## config.mk

```make
export PLATFORM = sky130hd
export DESIGN_NAME = pingpong_bank_ctrl
export DESIGN_NICKNAME = d
export VERILOG_FILES = /design/src/rtl/pingpong_bank_ctrl.sv
export SDC_FILE = /design/constraint.sdc
export NUM_CORES = 1
export LEC_CHECK = 0
export BUFFER_PORTS_ARGS = -buffer_cell sky130_fd_sc_hd__buf_4
export CORE_AREA = 3 3 58 60
export CTS_BUF_LIST = sky130_fd_sc_hd__clkbuf_4
export CTS_CLUSTER_SIZE = 28
export DETAILED_ROUTE_END_ITERATION = 10
export DIE_AREA = 0 0 61 63
export PLACE_DENSITY = 0.85
export SETUP_SLACK_MARGIN = 0.4
export SLEW_MARGIN = 20
export SYNTH_ARGS = -nofsm -noshare
export SYNTH_HDL_FRONTEND = slang
export SYNTH_SLANG_ARGS = --single-unit
```

## constraint.sdc

```tcl
create_clock -name clk -period 4.2 [get_ports clk]
set_input_delay 0.84 -clock clk [delete_from_list [all_inputs] [get_ports clk]]
set_output_delay 0.84 -clock clk [all_outputs]
set_load 0.02 [all_outputs]
```

## src/rtl/pingpong_bank_ctrl.sv

```systemverilog
// pingpong_bank_ctrl: schedules two single-port BRAM banks between one
// write engine and one read engine using start/busy job handshakes.
// Tracks per-bank fill state, launches jobs as soon as a bank qualifies,
// and steers each bank's address, data and write enable from bank ownership.
// Optional feature: define PINGPONG_STALL_CNT_EN to enable the writer stall
// counter on wr_stall_cnt; without it the port is tied to zero.
module pingpong_bank_ctrl #(
    parameter int unsigned ADDR_W = 6,
    parameter int unsigned DATA_W = 8
) (
    input  logic              clk,
    input  logic              rst_n,
    input  logic              en,
    input  logic              flush,
    // write engine
    output logic              wr_start,
    input  logic              wr_busy,
    input  logic              wr_we,
    input  logic [ADDR_W-1:0] wr_addr,
    input  logic [DATA_W-1:0] wr_data,
    // read engine
    output logic              rd_start,
    input  logic              rd_busy,
    input  logic [ADDR_W-1:0] rd_addr,
    output logic [DATA_W-1:0] rd_data,
    // bank 0
    output logic              bank0_we,
    output logic [ADDR_W-1:0] bank0_addr,
    output logic [DATA_W-1:0] bank0_din,
    input  logic [DATA_W-1:0] bank0_dout,
    // bank 1
    output logic              bank1_we,
    output logic [ADDR_W-1:0] bank1_addr,
    output logic [DATA_W-1:0] bank1_din,
    input  logic [DATA_W-1:0] bank1_dout,
    // status
    output logic              wr_bank,
    output logic              rd_bank,
    output logic [1:0]        full_cnt,
    output logic [15:0]       wr_stall_cnt
);

    localparam int unsigned CNT_W   = 2;
    localparam int unsigned STALL_W = 16;

    typedef enum logic [1:0] {
        ST_FREE    = 2'd0,
        ST_WRITING = 2'd1,
        ST_FULL    = 2'd2,
        ST_READING = 2'd3
    } bank_st_e;

    typedef enum logic [1:0] {
        W_IDLE  = 2'd0,
        W_START = 2'd1,
        W_RUN   = 2'd2
    } wr_st_e;

    typedef enum logic [1:0] {
        R_IDLE  = 2'd0,
        R_START = 2'd1,
        R_RUN   = 2'd2
    } rd_st_e;

    bank_st_e [1:0]   status_q, status_d;
    wr_st_e           w_state_q, w_state_d;
    rd_st_e           r_state_q, r_state_d;
    logic             wr_bank_q, wr_bank_d;
    logic             rd_bank_q, rd_bank_d;
    logic             wr_start_q, wr_start_d;
    logic             rd_start_q, rd_start_d;
    logic             flush_pend_q, flush_pend_d;
    logic [CNT_W-1:0] full_cnt_q, full_cnt_d;
    logic             flush_req;
    logic             flush_exec;

    // A flush request is held until both engines are idle, then executes.
    assign flush_req  = flush | flush_pend_q;
    assign flush_exec = flush_req && (w_state_q == W_IDLE) && (r_state_q == R_IDLE);

    // Next-state logic for both job FSMs, bank status and pointers.
    always_comb begin
        status_d     = status_q;
        w_state_d    = w_state_q;
        r_state_d    = r_state_q;
        wr_bank_d    = wr_bank_q;
        rd_bank_d    = rd_bank_q;
        wr_start_d   = 1'b0;
        rd_start_d   = 1'b0;
        flush_pend_d = flush_req;

        if (flush_exec) begin
            // Both engines idle: only FREE or FULL banks exist here.
            flush_pend_d = 1'b0;
            if (status_q[0] == ST_FULL) status_d[0] = ST_FREE;
            if (status_q[1] == ST_FULL) status_d[1] = ST_FREE;
            wr_bank_d = 1'b0;
            rd_bank_d = 1'b0;
        end else begin
            // Writer and reader always touch banks in different states,
            // so their status updates never collide on the same entry.
            unique case (w_state_q)
                W_IDLE: begin
                    if (en && (status_q[wr_bank_q] == ST_FREE)) begin
                        status_d[wr_bank_q] = ST_WRITING;
                        w_state_d           = W_START;
                        wr_start_d          = 1'b1;
                    end
                end
                W_START: begin
                    w_state_d = W_RUN;
                end
                W_RUN: begin
                    if (!wr_busy) begin
                        status_d[wr_bank_q] = ST_FULL;
                        wr_bank_d           = ~wr_bank_q;
                        w_state_d           = W_IDLE;
                    end
                end
                default: begin
                    w_state_d = W_IDLE;
                end
            endcase

            unique case (r_state_q)
                R_IDLE: begin
                    if (en && (status_q[rd_bank_q] == ST_FULL)) begin
                        status_d[rd_bank_q] = ST_READING;
                        r_state_d           = R_START;
                        rd_start_d          = 1'b1;
                    end
                end
                R_START: begin
                    r_state_d = R_RUN;
                end
                R_RUN: begin
                    if (!rd_busy) begin
                        status_d[rd_bank_q] = ST_FREE;
                        rd_bank_d           = ~rd_bank_q;
                        r_state_d           = R_IDLE;
                    end
                end
                default: begin
                    r_state_d = R_IDLE;
                end
            endcase
        end

        full_cnt_d = CNT_W'(status_d[0] == ST_FULL) + CNT_W'(status_d[1] == ST_FULL);
    end

    // State, pointer and registered-output update.
    always_ff @(posedge clk or negedge rst_n) begin
        if (!rst_n) begin
            status_q     <= {ST_FREE, ST_FREE};
            w_state_q    <= W_IDLE;
            r_state_q    <= R_IDLE;
            wr_bank_q    <= 1'b0;
            rd_bank_q    <= 1'b0;
            wr_start_q   <= 1'b0;
            rd_start_q   <= 1'b0;
            flush_pend_q <= 1'b0;
            full_cnt_q   <= '0;
        end else begin
            status_q     <= status_d;
            w_state_q    <= w_state_d;
            r_state_q    <= r_state_d;
            wr_bank_q    <= wr_bank_d;
            rd_bank_q    <= rd_bank_d;
            wr_start_q   <= wr_start_d;
            rd_start_q   <= rd_start_d;
            flush_pend_q <= flush_pend_d;
            full_cnt_q   <= full_cnt_d;
        end
    end

    assign wr_start = wr_start_q;
    assign rd_start = rd_start_q;
    assign wr_bank  = wr_bank_q;
    assign rd_bank  = rd_bank_q;
    assign full_cnt = full_cnt_q;

    // Bank steering: only the bank owned by the writer accepts writes.
    assign bank0_we   = wr_we & (status_q[0] == ST_WRITING);
    assign bank1_we   = wr_we & (status_q[1] == ST_WRITING);
    assign bank0_addr = (status_q[0] == ST_WRITING) ? wr_addr : rd_addr;
    assign bank1_addr = (status_q[1] == ST_WRITING) ? wr_addr : rd_addr;
    assign bank0_din  = wr_data;
    assign bank1_din  = wr_data;

    // Read data follows rd_bank, which holds until the read job is done.
    assign rd_data = rd_bank_q ? bank1_dout : bank0_dout;

`ifdef PINGPONG_STALL_CNT_EN
    logic [STALL_W-1:0] stall_q;
    logic               stall_cond;

    assign stall_cond = (w_state_q == W_IDLE) && en && (status_q[wr_bank_q] != ST_FREE);

    // Saturating count of cycles the writer wanted a bank but none was free.
    always_ff @(posedge clk or negedge rst_n) begin
        if (!rst_n) begin
            stall_q <= '0;
        end else if (flush_exec) begin
            stall_q <= '0;
        end else if (stall_cond && (stall_q != {STALL_W{1'b1}})) begin
            stall_q <= stall_q + STALL_W'(1);
        end
    end

    assign wr_stall_cnt = stall_q;
`else
    assign wr_stall_cnt = STALL_W'(0);
`endif

`ifndef SYNTHESIS
    // Ownership sanity: at most one bank is ever written.
    a_single_writer: assert property (@(posedge clk) disable iff (!rst_n)
        !((status_q[0] == ST_WRITING) && (status_q[1] == ST_WRITING)));
    a_single_we: assert property (@(posedge clk) disable iff (!rst_n)
        !(bank0_we && bank1_we));
`endif

endmodule

```

==> impl_metrics.csv <==
group,metric,value,unit
critical_path,regToRegEndpoint,"full_cnt[0]",
yosys,synth_cell_types,34,
die,core,0.002978,mm²
yosys,synth_ff_type,"dfrtp_1",
timing,fin_crit_sh,62.95,%
die,die_y,63,µm
yosys,synthTopCellsByArea,"dfrtp_1 31%, buf_4 20%, mux2_2 18%, nor3_1 2.8%, nor2_1 2.1%",
yosys,yosys_warnings,0,
power_and_ir_drop,total_power,0.8455,mW
critical_path,rrSetupSlack,2.11,ns
critical_path,worst_path_largest_cell_delay,0.51,ns
layout,diodes,0,
placed_design,place_hpwl,2081,µm
global_route,track_usage,12.64,%
detailed_routing,drc_errors,0,
cts,cts_made_buffers,3,
flow_run,drv_cap,0,
critical_path,rr_worst_depth,5,
critical_path,start_kind,"register",
critical_path,critPathMaxFanout,7,
critical_path,crit_chain,"nor2b_1 -> mux2_2 -> buf_4",
power_and_ir_drop,p_switching,0.3641,mW
critical_path,criticalPathCategory,"reg -> out",
detailed_routing,drt-initial-drc-count,21,
status,status,"finished, final reports clean",
detailed_routing,ant_nets,0,
die,die_x,61,µm
cts,clock-sinks,15,
cts,clockRootBuffer,"clkbuf_4",
power_and_ir_drop,vdd_ir_drop_max,0.1986,mV
die,dieArea,0.003843,mm²
global_route,grt_max_degree,17,
critical_path,reg2reg_from,"rd_bank",
power_and_ir_drop,p_int,0.4814,mW
yosys,yosysSeqAreaShare,30.52,%
timing,tightest_slew,0.5650,ns
layout,finalInstanceArea,0.001565,mm²
power_and_ir_drop,clkPwrFrac,9.7,%
global_route,grt_pass1_wl,3795,µm
timing,finalHoldViolCount,0,
critical_path,worst_ep_required_time,3.36,ns
timing,clock.fmax,378.2,MHz
cts,cts_tree,"yes",
power_and_ir_drop,leakage,0.7871,nW
power_and_ir_drop,pwr-share-seq,28.3,%
global_route,overflow,0,
timing,clock_skew,0.003882,ns
yosys,synthesis.instances,133,
layout,nNetsFinal,223,
yosys,synth_seq_cells,15,
detailed_routing,num_vias,1027,
detailed_routing,routed_wl,2478,µm
yosys,synth_top_area_share,30.52,%
timing,fin_crit,2.644,ns
layout,drive_above_1_share,50.56,%
global_route,antenna_found_initial,0,
power_and_ir_drop,p_per_area,540.2,mW/mm²
yosys,ys_async_sr_fraction,100.0,%
critical_path,cpMaxStageDelayCell,"nor2b_1",
cts,cts_setup_buffers,0,
yosys,synth_commonest_cells,"32 x buf_4, 20 x mux2_2, 15 x dfrtp_1",
timing,rsz0062_at_grt,"no",
detailed_routing,wl_per_cell,11.74,µm
yosys,synth_most_common_cell,"buf_4",
cts,hold_buffers,0,
critical_path,endpoint_kind,"primary output",
power_and_ir_drop,combPwrFrac,62.0,%
yosys,yosysTopAreaCell,"dfrtp_1",
timing,setup_tns,0,ns
placed_design,placed_area,0.001538,mm²
cts,cts_buffer_depth,2,
critical_path,worstPathArrival,1.80,ns
power_and_ir_drop,switching_share,43.07,%
yosys,avgSynthCellArea,9.248,µm²
min_path,hp-class,"in -> async",
timing,setup_violations,0,
cts,htree_levels,1,
die,boundaryPins,103,
timing,finalMaxSlewViolations,0,
die,rows,20,
placed_design,gp_congestion,0.8396,
yosys,synth_edf_count,0,
timing,timing.slew.headroom,62.25,%
detailed_routing,vias_per_cell,4.867,
global_route,grt_pass1_vias,892,
detailed_routing,first_pass_iters,4,
cts,insertion_delay,0.29,ns
yosys,syn-cell-area,0.001230,mm²
die,start_util,41.30,%
cts,post_cts_resized,0,
placed_design,port-buffer-count,62,
cts,path_clk_slew,0.09,ns
layout,area_growth,27.26,%
## kinds of logic after synthesis
| logic type | share of synthesized area (%) |
|---|---|
| multiplexers | 18.31 |
| AND/OR/NAND/NOR | 18.31 |
| AO/OA/AOI/OAI | 10.17 |
| other | 0.3049 |
| flip-flops | 30.52 |
| adder cells (fa/ha/maj) | 1.017 |
| buffers and inverters | 21.36 |
## layer usage
metal	share of wire, %	routed length (µm)	GRT usage, %	vias up
li1	-	-	-	506
met1	37	927	15.08	481
met2	53	1322	21.52	35
met3	8.0	199	2.686	5
met4	1.2	29	4.607	0
met5	0	0	0	-
## layout by cell type (no fill, tap or decap), types with 2 or more instances in the layout
cell type and count:
a21oi_1 5, inv_1 2, o21ai_0 5, nor3_1 7, nand3_1 2, dfrtp_1 15
clkbuf_4 3, nor3b_1 2, nor2b_1 4, buf_4 62, conb_1 16, and2_1 2
nand2_1 6, mux2_2 20, nor2_1 7
## power groups by stage
stage               logic, mW  registers [mW]  clock network, mW
finish                  0.525           0.239             0.0817
global route            0.568           0.250             0.0899
CTS                     0.532           0.240             0.0840
detailed placement      0.530           0.243                  0
global placement        0.524           0.241                  0
floorplan               0.393           0.237                  0
## worst max-delay path by stage
stage | from | endpoint | slack [ns] | cells after the start
6_report | status_q[2] | bank1_addr[0] | 1.56 | 3
5_1_grt | status_q[2] | bank1_addr[2] | 1.42 | 3
4_1_cts | status_q[2] | bank1_addr[2] | 1.53 | 3
3_5_place_dp | rd_busy | full_cnt[0] | 1.84 | 6
3_3_place_gp | status_q[2] | bank1_addr[1] | 1.86 | 3
2_1_floorplan | rd_busy | full_cnt[0] | 2.03 | 5
## state kept, by name, summed over array words and instances (netlist names)
signal and count:
wr_bank 1, w_state_q 2, full_cnt 2, rd_start 1
r_state_q 2, wr_start 1, status_q 4, flush_pend_q 1
rd_bank 1
## cell type report
cell class                      count  area [µm²]
Clock buffer                        3       22.52
Clock inverter                      1       5.005
Multi-Input combinational cell     95       648.1
Fill cell                         285        1413
Timing Repair Buffer               62       465.4
Sequential cell                    15       375.4
Tap cell                           33       41.29
Inverter                            2       7.507
## through the flow
stage               setup WS, ns  hold slack [ns]  utilization (%)  cells
global placement           1.864           0.5314            51.64    207
global route               1.422           0.3897            52.56    211
finish                     1.556           0.3838            52.56    211
CTS                        1.527           0.3884            52.56    211
floorplan                  2.025           0.4995                -    148
detailed placement         1.841           0.5512            51.64    207
## worst max-delay path, delay by kind of cell, from the launching register on
kind	cells	cell delay, ns
mux	1	0.40
flops	1	0.45
buf+inv	1	0.16
simple gates	1	0.51
No activity file was read; power rests on OpenSTA's default activity.
